## config.mk

```make
export PLATFORM = sky130hd
export DESIGN_NAME = acc_sequencer
export DESIGN_NICKNAME = d
export VERILOG_FILES = /design/src/rtl/acc_sequencer.sv
export SDC_FILE = /design/constraint.sdc
export NUM_CORES = 1
export LEC_CHECK = 0
export CELL_PAD_IN_SITES_DETAIL_PLACEMENT = 0
export CELL_PAD_IN_SITES_GLOBAL_PLACEMENT = 1
export CORE_MARGIN = 5
export CORE_UTILIZATION = 34
export CTS_CLUSTER_SIZE = 12
export DETAILED_ROUTE_END_ITERATION = 10
export GPL_ROUTABILITY_DRIVEN = 1
export GPL_TIMING_DRIVEN = 1
export PLACE_DENSITY = 0.68
export SLEW_MARGIN = 20
export SYNTH_ARGS = -nofsm -noshare
export SYNTH_HDL_FRONTEND = slang
export SYNTH_SLANG_ARGS = --single-unit
```

## constraint.sdc

```tcl
create_clock -name clk -period 5.2 [get_ports clk]
set_clock_uncertainty 0.15 [all_clocks]
set_input_delay 1.3 -clock clk [delete_from_list [all_inputs] [get_ports clk]]
set_output_delay 1.3 -clock clk [all_outputs]
set_load 0.03 [all_outputs]
```

## src/rtl/acc_sequencer.sv

```systemverilog
// acc_sequencer: sequences the column-reduction accumulator behind the
// systolic array. For every output word it clears the adder chain, admits
// k_len partial-sum beats, waits PIPE_LAT cycles for the reduction pipeline
// to drain, then strobes one store at the current output address.
//
// All outputs come straight from flops. Each output register is loaded with
// the decode of the state being entered. An output therefore changes in the
// same cycle as the state it belongs to, and no input reaches an output
// through combinational logic.

module acc_sequencer #(
    parameter int ARR_SIZE = 4,
    parameter int ADDR_W   = 4,
    parameter int CNT_W    = 8,
    parameter int PIPE_LAT = ARR_SIZE + 1
) (
    input  logic              clk,
    input  logic              rst,
    input  logic              start,
    input  logic              abort,
    input  logic [CNT_W-1:0]  k_len,
    input  logic [ADDR_W-1:0] last_addr,
    input  logic              psum_valid,
    output logic              psum_ready,
    input  logic              obuf_full,
    output logic              acc_reset,
    output logic              store_output,
    output logic [ADDR_W-1:0] op_buffer_address,
    output logic              busy,
    output logic              done
);

    localparam int DR_W = (PIPE_LAT > 1) ? $clog2(PIPE_LAT) : 1;
    localparam logic [DR_W-1:0] DRAIN_LAST = DR_W'(PIPE_LAT - 1);

    typedef enum logic [2:0] {
        S_IDLE,
        S_CLEAR,
        S_ACCUM,
        S_DRAIN,
        S_STORE,
        S_DONE
    } state_e;

    state_e            state_q;
    logic [CNT_W-1:0]  k_q;
    logic [ADDR_W-1:0] last_q;
    logic [ADDR_W-1:0] addr_q;
    logic [CNT_W-1:0]  beat_q;
    logic [DR_W-1:0]   drain_q;

    logic              psum_ready_q;
    logic              acc_reset_q;
    logic              store_q;
    logic              busy_q;
    logic              done_q;

    // Sequencer FSM with its counters and registered Moore outputs.
    // NOTE: every flop here is updated with <= so all of them see the
    // pre-edge values, which keeps the outputs and the state in step.
    always_ff @(posedge clk or negedge rst) begin
        if (!rst) begin
            state_q      <= S_IDLE;
            k_q          <= '0;
            last_q       <= '0;
            addr_q       <= '0;
            beat_q       <= '0;
            drain_q      <= '0;
            psum_ready_q <= 1'b0;
            acc_reset_q  <= 1'b0;
            store_q      <= 1'b0;
            busy_q       <= 1'b0;
            done_q       <= 1'b0;
        end else begin
            // The pulse outputs are low unless the transition below raises them.
            acc_reset_q <= 1'b0;
            store_q     <= 1'b0;
            done_q      <= 1'b0;

            unique case (state_q)
                S_IDLE: begin
                    if (start && !abort) begin
                        k_q         <= (k_len == '0) ? CNT_W'(1) : k_len;
                        last_q      <= last_addr;
                        addr_q      <= '0;
                        state_q     <= S_CLEAR;
                        acc_reset_q <= 1'b1;
                        busy_q      <= 1'b1;
                    end
                end

                S_CLEAR: begin
                    beat_q       <= '0;
                    state_q      <= S_ACCUM;
                    psum_ready_q <= 1'b1;
                end

                S_ACCUM: begin
                    if (psum_valid && psum_ready_q) begin
                        beat_q <= beat_q + CNT_W'(1);
                        if (beat_q == k_q - CNT_W'(1)) begin
                            state_q      <= S_DRAIN;
                            psum_ready_q <= 1'b0;
                            drain_q      <= '0;
                        end
                    end
                end

                S_DRAIN: begin
                    if (drain_q == DRAIN_LAST) begin
                        state_q <= S_STORE;
                        // The strobe goes out on the first STORE cycle only if
                        // the buffer had room when this edge sampled obuf_full.
                        store_q <= !obuf_full;
                    end else begin
                        drain_q <= drain_q + DR_W'(1);
                    end
                end

                S_STORE: begin
                    if (store_q) begin
                        // The strobe was issued this cycle, so the word is written.
                        if (addr_q == last_q) begin
                            state_q <= S_DONE;
                            done_q  <= 1'b1;
                        end else begin
                            addr_q      <= addr_q + ADDR_W'(1);
                            state_q     <= S_CLEAR;
                            acc_reset_q <= 1'b1;
                        end
                    end else begin
                        store_q <= !obuf_full;
                    end
                end

                S_DONE: begin
                    state_q <= S_IDLE;
                    busy_q  <= 1'b0;
                    addr_q  <= '0;
                end

                default: begin
                    state_q      <= S_IDLE;
                    busy_q       <= 1'b0;
                    psum_ready_q <= 1'b0;
                    addr_q       <= '0;
                end
            endcase

            // Cancel overrides everything. It clears the adder chain on the
            // way out and leaves no store or done pulse behind.
            if (abort && (state_q != S_IDLE)) begin
                state_q      <= S_IDLE;
                acc_reset_q  <= 1'b1;
                psum_ready_q <= 1'b0;
                store_q      <= 1'b0;
                done_q       <= 1'b0;
                busy_q       <= 1'b0;
                addr_q       <= '0;
            end
        end
    end

    assign psum_ready        = psum_ready_q;
    assign acc_reset         = acc_reset_q;
    assign store_output      = store_q;
    assign op_buffer_address = addr_q;
    assign busy              = busy_q;
    assign done              = done_q;

endmodule

```

# Word level (Yosys, flattened, before mapping)
# Cells that the tools add are included.
op_classes:
  n_addsub: 4
  eq_ne: 20
  muxes: 40
  reduce_logical: 20
op_table:
  columns: ["op", "count"]
  rows:
  - ["3-bit two-way mux", 10]
  - ["3-bit != test, second input constant", 6]
  - ["1-bit two-way mux", 16]
  - ["4-bit two-way mux", 4]
  - ["8-bit two-way mux", 2]
  - ["8-bit case mux with 2 select lines", 1]
  - ["3-bit case mux with 5 select lines", 1]
  - ["4-bit case mux with 3 select lines", 1]
  - ["3-bit equality test, second input constant", 3]
  - ["8-bit by 1-bit adder with 8-bit output, second input constant", 1]
  - ["8-bit equality test", 1]
  - ["8-bit zero test", 1]
  - ["4-bit AND reduction", 2]
  - ["4-bit OR reduction", 2]
  - ["8-bit by 1-bit subtractor with 8-bit output, second input constant", 1]
  - ["3-bit by 2-bit equality test with 1-bit output, second input constant", 2]
  - ["2-bit by 1-bit != test with 1-bit output, second input constant", 3]
  - ["2-bit != test, second input constant", 3]
  - ["1-bit case mux with 2 select lines", 3]
  - ["3-bit case mux with 2 select lines", 1]
  - ["2-bit AND reduction", 3]
  - ["5-bit AND reduction", 1]
  - ["4-bit by 1-bit adder with 4-bit output, second input constant", 1]
  - ["4-bit equality test", 1]
  - ["10 further kinds", 14]
totals:
  regBits: 35
  input_bits: 18
  output_inout_bits: 9
  wordCells: 95

# Longest topological paths before layout
depth:
  word_depth: 6
  mapped_depth: 8

# Least setup slack after synthesis
# OpenSTA, ideal clock, no wires.
synth_path:
  path_kind: "input to register"
  from: "in abort"
  to: "reg state_q[0]"
  arrival_time_ns: 2.332
  required_ns: 4.922
  path_slack_ns: 2.590
  cell_stages: 6
  path_cell_list: "clkbuf_1 -> nor3_1 -> a31oi_1 -> o21ai_0 -> mux2i_1 -> o21ai_0"
synth_via:
  elab_chain_cells: 4
  elab_cells_between_ends: 10
  cone_classes: "5 x eq/ne; 1 x mux; 4 x reduce/logical"
synth_lines:
  columns: ["element", "line_no", "text"]
  rows:
  - ["start: declaration", "20", "input logic abort,"]
  - ["1-bit zero test", "82", "if (start && !abort) begin"]
  - ["1-bit logical AND", "82", null]
  - ["3-bit != test (no source line)", null, null]
  - ["5-bit AND reduction (no source line)", null, null]
  - ["end signal: assignment", "86", "state_q <= S_CLEAR;"]
  - ["end signal: assignment", "94", "state_q <= S_ACCUM;"]
  - ["end signal: assignment", "102", "state_q <= S_DRAIN;"]
  - ["end: declaration", "45", "state_e state_q;"]
# Parallel ways exist; a longest one is shown, timed or not.
# A chain may end at the register's enable or synchronous reset.

# Worst setup path in the final report
layout_path:
  from: "in abort"
  to: "reg last_q[1]"
layout_via:
  elab_chain_cells: 3
layout_lines:
  columns: ["element", "line_no", "text"]
  rows:
  - ["1-bit zero test", "82", null]
  - ["1-bit logical AND", "82", null]
  - ["2-bit AND reduction (no source line)", null, null]
  - ["end signal: assignment", "84", "last_q <= last_addr;"]
  - ["end: declaration", "47", "logic [ADDR_W-1:0] last_q;"]
# No other way between the ends.

==> summary.md <==
| Metric | Value |
|---|---|
| Buffers from clock root to sink, at most | `2` |
| List of cells traversed by the critical path | `clkdlybuf4s50_1, nor3_1, nand3b_1, mux2_2` |
| Final weighted congestion of routability-driven global placement | `0.745` |
| Horiz. Die Dim | `85.9 um` |
| Iteration-0 DRC count of the detailed router | `71` |
| Post-CTS repair timing setup buffer count | `0` |
| Net Count, Synth | `220` |
| Cell with the most instances after synthesis | `dfrtp_1` |
| RSZ-0062 raised after global routing | `false` |
| Hold buffer count at cts | `0` |
| Cell area after technology mapping | `1960 um2` |
| Number of setup violations in the final report | `0` |
| Root Driver | `clkbuf_8` |
| Effective utilization at floorplan | `35.3%` |
| Setup TNS | `0 ns` |
| Final routed wirelength across all metal layers | `4290 um` |
| Delay of the slowest cell on the worst path | `0.62 ns` |
| Req. time, crit path | `5.23 ns` |
| Maximum achievable frequency | `306 MHz` |
| Async set or reset register ratio after synthesis | `100%` |
| HPWL Detailed | `3080 um` |
| Leading cell types by total area after synthesis | `dfrtp_1 (45%), mux2_2 (6.3%), xor2_1 (5.8%)` |
| Avg Vias per Cell | `5.11` |
| Synthesized flop and latch total | `35` |
| Maximum number of pins on one net before global-route repair | `36` |
| Count of antenna diodes in the layout | `0` |
| Post-route clock period utilization | `62.8%` |
| Part of the Yosys area used for sequential elements | `44.7%` |
| Gate count of the mapped netlist | `197` |
| Total GRT Usage | `12.3%` |
| DR vias | `1527` |
| Post-synth top area share | `44.7%` |
| Post-synthesis cell type count | `41` |
| # port buffers | `26` |
| Yosys top cell by area | `dfrtp_1` |
| Total CTS buffers | `5` |
| CTS tree | `done` |
| Wire length of the first global-routing pass | `7180 um` |
| Detailed-router iteration count before antenna repair | `4` |
| CTS clock-pin slew for the worst setup and hold paths | `0.07 ns` |
| Core area | `5540 um2` |
| Vertical die dimension | `85.9 um` |
| Signal arrival time at the worst endpoint | `3.30 ns` |
| Clock latency on the worst-skew pair | `0.29 ns` |
| VDD IR max | `173 uV` |
| Global route overflow | `0` |
| Leakage component of the power | `1.02 nW` |
| Predominant post-synthesis flop cell | `dfrtp_1` |
| MaxCap Viol Count | `0` |
| Mean cell area of the mapped netlist | `9.94 um2` |
| Maximum fanout encountered on the critical timing path | `14` |
| Relative area change from synthesis to final layout | `21.7%` |
| Number of cells upsized or downsized after cts | `0` |
| Initial antenna violation count | `0` |
| Per-cell routed wire length | `14.4 um` |
| I/O Pins | `27` |
| Result of the run | `finished clean` |
| Category of the most critical setup path | `in2reg` |
| Number of remaining DRC errors | `0` |
| Number of global-route vias before repair | `1528` |
| Syn. warnings | `0` |
| Count of standard-cell rows | `27` |
| # H-tree levels | `2` |
| Floorplan die area | `7380 um2` |
| Fin crit period | `3.27 ns` |
| Layout cell share with drive strength beyond 1 | `11.0%` |
| Overall power | `1.10 mW` |
| Commonest cells post-synth | `dfrtp_1 (35), nor2_1 (16), xor2_1 (13)` |
| Post-detailed-route count of antenna-violating nets | `0` |
| Hold violation total from the final report | `0` |
| Endpoint kind of the worst setup timing path | `register` |
| Launching element type of the critical path | `input pin` |
| Tightest Pin Transition | `0.633 ns` |
| Worst path slowest cell | `clkdlybuf4s50_1` |
| Worst slew margin | `57.7%` |
| Number of fillers in the final layout | `570` |
| Number of nets in the final layout | `249` |
| Power density over the cells | `460 nW/um2` |
| Class of the most critical hold timing path | `reg2reg` |
| EDFF count, synth | `0` |
| Number of sinks driven by the clock tree | `35` |
| Pins over their slew limit | `0` |
cell families after synthesis:
group                    synth area share (%)
AND/OR/NAND/NOR                          20.0
buffers and inverters                    2.68
AO/OA/AOI/OAI                            10.2
flip-flops                               44.7
multiplexers                             8.88
adder cells (fa/ha/maj)                  3.19
XOR/XNOR                                 10.3
final timing paths:
check	from	endpoint	slack, ns	cells past startpoint
worst max register to register	k_q[2]	drain_q[1]	2.76	6
worst min-delay path	drain_q[0]	drain_q[0]	0.36	1
worst max-delay path	abort	last_q[1]	1.93	4
worst min register to register	drain_q[0]	drain_q[0]	0.36	1
max in group asynchronous	rst	acc_reset	3.30	2
min in group asynchronous	rst	beat_q[3]	1.26	2
worst max-delay path: cells and delay by family:
kind / cells / cell delay, ns
buffers and inverters: 1 / 0.62
muxes: 1 / 0.45
and+or+nand+nor: 2 / 0.92
metal layers:
| layer | share of wire, % | track usage [%] |
|---|---|---|
| met5 | 0 | 0 |
| met4 | 1.2 | 4.32 |
| met3 | 4.6 | 3.27 |
| met2 | 47 | 19.0 |
| met1 | 47 | 16.5 |
power by group:
part	internal (mW)	leakage (nW)	switching [mW]
sequential	0.355	0.446	0.103
combinational	0.215	0.533	0.224
clock	0.0936	0.0412	0.106
flip-flops by register name, summed over array words and instances, names as in the netlist:
signal and cells:
k_q 8, busy 1, op_buffer_address 4, state_q 3
psum_ready 1, done 1, last_q 4, acc_reset 1
drain_q 3, beat_q 8, store_output 1
through the flow:
stage          worst slack, ns  area, um2  hold WS (ns)  util, %  cells
2_1_floorplan             2.59       1960         0.322        -    197
3_3_place_gp              1.68       2300         0.349     41.5    291
3_5_place_dp              1.62       2300         0.353     41.5    291
4_1_cts                   1.93       2380         0.362     43.0    299
5_1_grt                   1.65       2380         0.371     43.0    299
6_report                  1.93       2380         0.357     43.0    299
placed cells by master (no fill, tap or decap), types with 2 or more instances in the layout:
cell type        synthesis  layout
o21ai_0                  9       9
clkbuf_8                 0       5
and2_1                   3       3
o22ai_1                  2       2
dfrtp_1                 35      35
nand2b_1                 4       4
mux2_2                  11      11
clkdlybuf4s50_1          0      26
buf_4                    1       2
nand2_1                 12      12
inv_1                    7       7
or4_1                    3       3
a21oi_1                  9       9
nand3_1                  8       8
nor3_1                   7       7
ha_1                     5       5
nor2b_1                  2       2
nand3b_1                 2       2
and3_1                   3       3
nor4_1                   3       3
xnor2_1                 10      10
mux2i_1                  5       5
nor2_1                  16      16
xor2_1                  13      13
a31oi_1                  4       4
nand4_1                  2       2
cell type report:
type                       count  area (um2)  share of cell area, %
inverter                       7        26.3                   1.10
sequential                    35         876                   36.8
multi-input combinational    149        1030                   43.2
timing repair buffer          28         275                   11.6
clock inverter                 2        12.5                  0.525
clock buffer                   6        72.6                   3.05
tap                           72        90.1                   3.78
Power figures use the tool's default switching activity.
